## config.mk

```make
export PLATFORM = sky130hd
export DESIGN_NAME = conv_loop_sequencer
export DESIGN_NICKNAME = d
export VERILOG_FILES = /design/src/rtl/conv_loop_sequencer.sv
export SDC_FILE = /design/constraint.sdc
export NUM_CORES = 2
export LEC_CHECK = 0
export CAP_MARGIN = 20
export CORE_AREA = 10 10 230 232
export CTS_BUF_LIST = sky130_fd_sc_hd__clkbuf_8
export DETAILED_ROUTE_END_ITERATION = 7
export DIE_AREA = 0 0 240 242
export GPL_ROUTABILITY_DRIVEN = 0
export PLACE_DENSITY = 0.75
export SYNTH_ARGS = -nofsm -noshare
export SYNTH_HDL_FRONTEND = slang
export SYNTH_SLANG_ARGS = --single-unit
export TNS_END_PERCENT = 30
```

## constraint.sdc

```tcl
create_clock -name clk -period 15.81 [get_ports clk]
set_input_delay 1.581 -clock clk [delete_from_list [all_inputs] [get_ports clk]]
set_output_delay 1.581 -clock clk [all_outputs]
set_load 0.05 [all_outputs]
```

## src/rtl/conv_loop_sequencer.sv

```systemverilog
// Loop-nest scheduler for the convolution datapath: walks m->r->c->n->i->j, issues buffer
// reads and produces delay-aligned accumulator and output-write strobes.
module conv_loop_sequencer #(
    parameter int AW      = 16,
    parameter int CW      = 8,
    parameter int RD_LAT  = 1,
    parameter int MAC_LAT = 1
) (
    input  logic          clk,
    input  logic          rst,
    input  logic          start,
    input  logic          hold,
    input  logic [CW-1:0] cfg_m,
    input  logic [CW-1:0] cfg_r,
    input  logic [CW-1:0] cfg_c,
    input  logic [CW-1:0] cfg_n,
    input  logic [3:0]    cfg_k,
    output logic          busy,
    output logic          done,
    output logic          rd_en,
    output logic [AW-1:0] ifm_addr,
    output logic [AW-1:0] weight_addr,
    output logic          acc_clear,
    output logic          acc_en,
    output logic          out_wr_en,
    output logic [AW-1:0] out_addr,
    output logic          cfg_err
);
    localparam int unsigned D = RD_LAT + MAC_LAT;

    typedef enum logic [1:0] {IDLE, RUN, DRAIN, DONE} state_t;

    typedef struct packed {
        logic          valid;
        logic          first;
        logic          last;
        logic [AW-1:0] oaddr;
    } tag_t;

    state_t        state, state_nx;
    logic [CW-1:0] lm, lr, lc, ln;
    logic [3:0]    lk;
    logic [CW-1:0] m, r, c, n;
    logic [3:0]    i, j;
    tag_t          tags [0:D];
    tag_t          tag_nx;
    logic          err_pulse;
    logic          cfg_bad, issue, pipe_busy;
    logic          j_end, i_end, n_end, c_end, r_end, m_end, last_tuple;
    logic [AW-1:0] ih, iw, ifm_nx, weight_nx;

    assign cfg_bad = (cfg_m == '0) || (cfg_r == '0) || (cfg_c == '0) ||
                     (cfg_n == '0) || (cfg_k == '0);

    always_comb begin
        j_end      = (j == lk - 4'd1);
        i_end      = (i == lk - 4'd1);
        n_end      = (n == ln - CW'(1));
        c_end      = (c == lc - CW'(1));
        r_end      = (r == lr - CW'(1));
        m_end      = (m == lm - CW'(1));
        last_tuple = j_end && i_end && n_end && c_end && r_end && m_end;
        issue      = (state == RUN) && !hold;

        ih        = AW'(lr) + AW'(lk) - AW'(1);
        iw        = AW'(lc) + AW'(lk) - AW'(1);
        ifm_nx    = (AW'(n) * ih + AW'(r) + AW'(i)) * iw + AW'(c) + AW'(j);
        weight_nx = ((AW'(m) * AW'(ln) + AW'(n)) * AW'(lk) + AW'(i)) * AW'(lk) + AW'(j);

        tag_nx.valid = issue;
        tag_nx.first = (n == '0) && (i == '0) && (j == '0);
        tag_nx.last  = n_end && i_end && j_end;
        tag_nx.oaddr = (AW'(m) * AW'(lr) + AW'(r)) * AW'(lc) + AW'(c);

        pipe_busy = 1'b0;
        for (int unsigned k = 0; k <= D; k++) begin
            pipe_busy = pipe_busy | tags[k].valid;
        end
    end

    always_ff @(posedge clk) begin
        if (rst) state <= IDLE;
        else     state <= state_nx;
    end

    // DRAIN exits once the final tag has left the pipe and its write strobe is on the output.
    always_comb begin
        state_nx = state;
        case (state)
            IDLE:    if (start && !cfg_bad) state_nx = RUN;
            RUN:     if (issue && last_tuple) state_nx = DRAIN;
            DRAIN:   if (!pipe_busy && out_wr_en) state_nx = DONE;
            DONE:    state_nx = IDLE;
            default: state_nx = IDLE;
        endcase
    end

    always_ff @(posedge clk) begin
        if (rst) begin
            {lm, lr, lc, ln, lk} <= '0;
            {m, r, c, n, i, j}   <= '0;
            rd_en       <= 1'b0;
            ifm_addr    <= '0;
            weight_addr <= '0;
            out_wr_en   <= 1'b0;
            out_addr    <= '0;
            cfg_err     <= 1'b0;
            err_pulse   <= 1'b0;
            for (int unsigned k = 0; k <= D; k++) tags[k] <= '0;
        end else begin
            err_pulse <= 1'b0;
            if (state == IDLE && start) begin
                lm <= cfg_m; lr <= cfg_r; lc <= cfg_c; ln <= cfg_n; lk <= cfg_k;
                {m, r, c, n, i, j} <= '0;
                cfg_err   <= cfg_bad;
                err_pulse <= cfg_bad;
            end
            rd_en <= issue;
            if (issue) begin
                ifm_addr    <= ifm_nx;
                weight_addr <= weight_nx;
                if (!j_end) j <= j + 4'd1;
                else begin
                    j <= '0;
                    if (!i_end) i <= i + 4'd1;
                    else begin
                        i <= '0;
                        if (!n_end) n <= n + CW'(1);
                        else begin
                            n <= '0;
                            if (!c_end) c <= c + CW'(1);
                            else begin
                                c <= '0;
                                if (!r_end) r <= r + CW'(1);
                                else begin
                                    r <= '0;
                                    m <= m_end ? '0 : m + CW'(1);
                                end
                            end
                        end
                    end
                end
            end
            tags[0] <= tag_nx;
            for (int unsigned k = 1; k <= D; k++) tags[k] <= tags[k-1];
            out_wr_en <= tags[D].valid && tags[D].last;
            if (tags[D].valid && tags[D].last) out_addr <= tags[D].oaddr;
        end
    end

    assign busy      = (state == RUN) || (state == DRAIN);
    assign done      = (state == DONE) || err_pulse;
    assign acc_en    = tags[D].valid;
    assign acc_clear = tags[D].valid && tags[D].first;
endmodule
```

==> reports/qor.tcl <==
set qor(clk_pin_slew_ns) 0.11
set qor(avgViaCountPerCell) 5.46
set qor(detailed_place_hpwl_um) 49800
set qor(die_width_um) 240
set qor(final_net_count) 3896
set qor(syn2layout_area_growth_pct) 6.63
set qor(cts_resized) 0
set qor(cts_setup_buffers) 0
set qor(switch_pwr_w) 0.000808
set qor(power_frac_clock_pct) 20.1
set qor(mostFrequentLayoutCell) {sky130_fd_sc_hd__inv_1}
set qor(io_pins) 95
set qor(clkLatencyLatePin_ns) 0.58
set qor(pre_cts_slack_ns) 3.34
set qor(synth_area_mm2) 0.0267
set qor(mostFrequentLayoutCells) {582 x sky130_fd_sc_hd__inv_1, 441 x sky130_fd_sc_hd__nand2_1, 360 x sky130_fd_sc_hd__fa_1}
set qor(die_height_um) 242
set qor(ctsHtreeMaxLevel) 4
set qor(power_frac_seq_pct) 32.6
set qor(worstPathArrival_ns) 13.08
set qor(initial_standard_cell_utilization_of_the_core_pct) 55.1
set qor(layout-drive-gt1-share_pct) 2.31
set qor(power-per-cell-area_mw_per_mm2) 60.8
set qor(layout.core_utilization_pct) 58.7
set qor(cts_hold_buffers) 0
set qor(timing.max_slew.rel_slack_pct) 24.2
set qor(crit-reg2reg-launch) {lk[0]}
set qor(crit_start) {lk[0]}
set qor(power_leakage_nw) 13.7
set qor(cellInternalPower_w) 0.000921
set qor(max_clock_freq_mhz) 79.4
set qor(synth_enable_flop_cells) 0
set qor(routed_wl_um) 61900
set qor(io_buffers) 94
set qor(yosysWarnings) 0
set qor(tightest_slew_ns) 1.13
set qor(hold_path_class) {register to register}
set qor(r2r_setup_slk_ns) 3.22
set qor(track_usage_pct) 21.9
set qor(synthCells) 3189
set qor(drtPass1Iterations) 6
set qor(worstReg2RegEnd) {ifm_addr[15]}
set qor(yosysSeqAreaShare_pct) 14.0
set qor(final.fill_count) 4276
set qor(root_buffer) {sky130_fd_sc_hd__clkbuf_8}
set qor(critPathKind) {register to register}
set qor(ir_drop_mv) 0.120
set qor(timing.critical_path.to_type) {register}
set qor(post-route-min-period_ns) 12.59
set qor(crit_path_start_kind) {register}
set qor(grt_antenna_before_repair) 1
set qor(r2r.worst_path.cells) 45
set qor(timing.final.crit_share_pct) 79.6
set qor(crit_path_frequent_cell) {sky130_fd_sc_hd__fa_1}
set qor(placement_rows) 81
set qor(crit_fanout) 33
set qor(final-setup-viol-count) 0
set qor(hold_slack_ns) 0.442
set qor(synth.top_cell.area_share_pct) 27.0
set qor(final_critical_path_setup_slack_ns) 3.22
set qor(ys_top_cells_by_area) {sky130_fd_sc_hd__fa_1 27%, sky130_fd_sc_hd__ha_1 14%, sky130_fd_sc_hd__dfxtp_1 14%, sky130_fd_sc_hd__inv_1 8.2%, sky130_fd_sc_hd__nand2_1 6.2%}
set qor(tritoncts_num_sinks) 186
set qor(synthesis.area_per_instance_um2) 8.36
set qor(setup_repair_after_global_routing_missed_its_margin) {no}
set qor(hold_viol_final) 0
set qor(cpMaxStageDelayCell) {sky130_fd_sc_hd__dfxtp_1}
set qor(gr-total-overflow) 0
set qor(max-cap-violations) 0
set qor(synth_async_sr_flop_share_pct) 0
set qor(drc_errors) 0
set qor(power.share.combinational_pct) 47.2
set qor(cts_inserted_buffers) 17
set qor(slew_violations) 0
set qor(cpPeakStageDelay_ns) 1.04
set qor(clock_tree_from_tritoncts) {done}
set qor(synthFlopType) {sky130_fd_sc_hd__dfxtp_1}
set qor(worst-endpoint-required_ns) 16.30
set qor(postRouteAntennaNets) 0
set qor(power_switching_share_pct) 46.7
set qor(synth.lib_cells_used.distinct) 79
set qor(clock_skew_ns) 0.0245
set qor(critPathCapture) {ifm_addr[15]}
set qor(synth.ff_latch_count) 186
set qor(fin_setup_tns_ns) 0
set qor(maximum_number_of_pins_on_one_net_before_global_route_repair) 70
set qor(die_area_mm2) 0.0581
set qor(vias_in_the_first_global_route) 21525
set qor(grt_pass1_wl_um) 104000
set qor(detailroute.via_count) 20925
set qor(cts_max_path_buffers) 2
set qor(core_mm2) 0.0484
set qor(synth_top_area_cell) {sky130_fd_sc_hd__fa_1}
set qor(drt-initial-drc-count) 1291
set qor(status) {complete, no violations}
set qor(syn-num-nets) 3891
set qor(wl_per_cell_um) 16.2
==> synth_stat cells (all sizes together), types with 42 or more instances <==
master  count
a21oi     167
and2      229
clkbuf    106
dfxtp     186
fa        360
ha        302
inv       585
nand2     441
nor2      128
nor2b      78
o21ai      72
xnor2     122
xor2       42
==> cell families after synthesis <==
kind of cell / Yosys count / share of synthesized area [%]
adders and majority gates: 662 / 41.2
and+or+nand+nor: 1090 / 20.2
muxes: 5 / 0.192
xor gates and xnor gates: 172 / 6.09
DFF: 186 / 14.0
AOI/OAI and AO/OA: 367 / 8.35
buffers and inverters: 707 / 10.0
==> per-stage QoR <==
| stage | power (W) | instance area [µm²] | cells |
|---|---|---|---|
| global placement | 0.00134 | 28000 | 3795 |
| finish | 0.00173 | 28400 | 3830 |
| detailed placement | 0.00137 | 28000 | 3795 |
| global route | 0.00184 | 28400 | 3829 |
| floorplan | 0.00114 | 26700 | 3189 |
| CTS | 0.00172 | 28400 | 3826 |
==> flip-flops by register name (all words and copies together), names as in the netlist, 2 cells and up <==
register and count:
out_addr 16, i 4, lk 4, lc 8, m 8, state 2
weight_addr 16, lr 8, lm 8, ln 8, ifm_addr 16, tags 57
n 8, r 8, j 4, c 8
==> power by group through the flow <==
stage | clock, W | combinational, W | sequential (W)
2_1_floorplan | 0 | 0.000585 | 0.000556
3_3_place_gp | 0 | 0.000764 | 0.000572
3_5_place_dp | 0 | 0.000792 | 0.000575
4_1_cts | 0.000360 | 0.000797 | 0.000564
5_1_grt | 0.000372 | 0.000898 | 0.000572
6_report | 0.000348 | 0.000816 | 0.000564
==> layer usage <==
layer	up-vias	share of wire [%]	track usage [%]
li1	9940	-	-
met1	10244	42	27.1
met2	626	48	36.8
met3	115	6.8	4.90
met4	0	2.7	7.35
met5	-	0	0
==> worst max-delay path: cells and delay by family (launching register included) <==
kind	cells	cell delay [ns]
buffers and inverters	10	0.90
flip-flops	1	1.04
AO/OA/AOI/OAI	9	1.64
adder cells (fa/ha/maj)	15	6.60
XOR/XNOR	5	1.31
AND/OR/NAND/NOR	6	0.98
==> worst min-delay path by stage <==
stage	to	slack, ns	cells past startpoint	startpoint
final	out_addr[11]	0.44	2	tags[0][49]
after global routing	tags[0][27]	0.46	1	tags[0][8]
after CTS	out_addr[9]	0.44	2	tags[0][47]
after detailed placement	tags[0][23]	0.43	1	tags[0][4]
after global placement	tags[0][29]	0.42	1	tags[0][10]
after floorplan	tags[0][19]	0.41	1	tags[0][0]
==> layout make-up <==
cell class	instances	area, µm²	share of cell area (%)
antenna	2	5.00	0.0176
clock buffer	17	234	0.823
clock inverter	14	178	0.625
inverter	586	2200	7.73
multi-input combinational	2296	20300	71.3
sequential	186	3720	13.1
tap	622	778	2.74
timing repair buffer	107	1040	3.66
No activity file was read; power rests on OpenSTA's default activity.
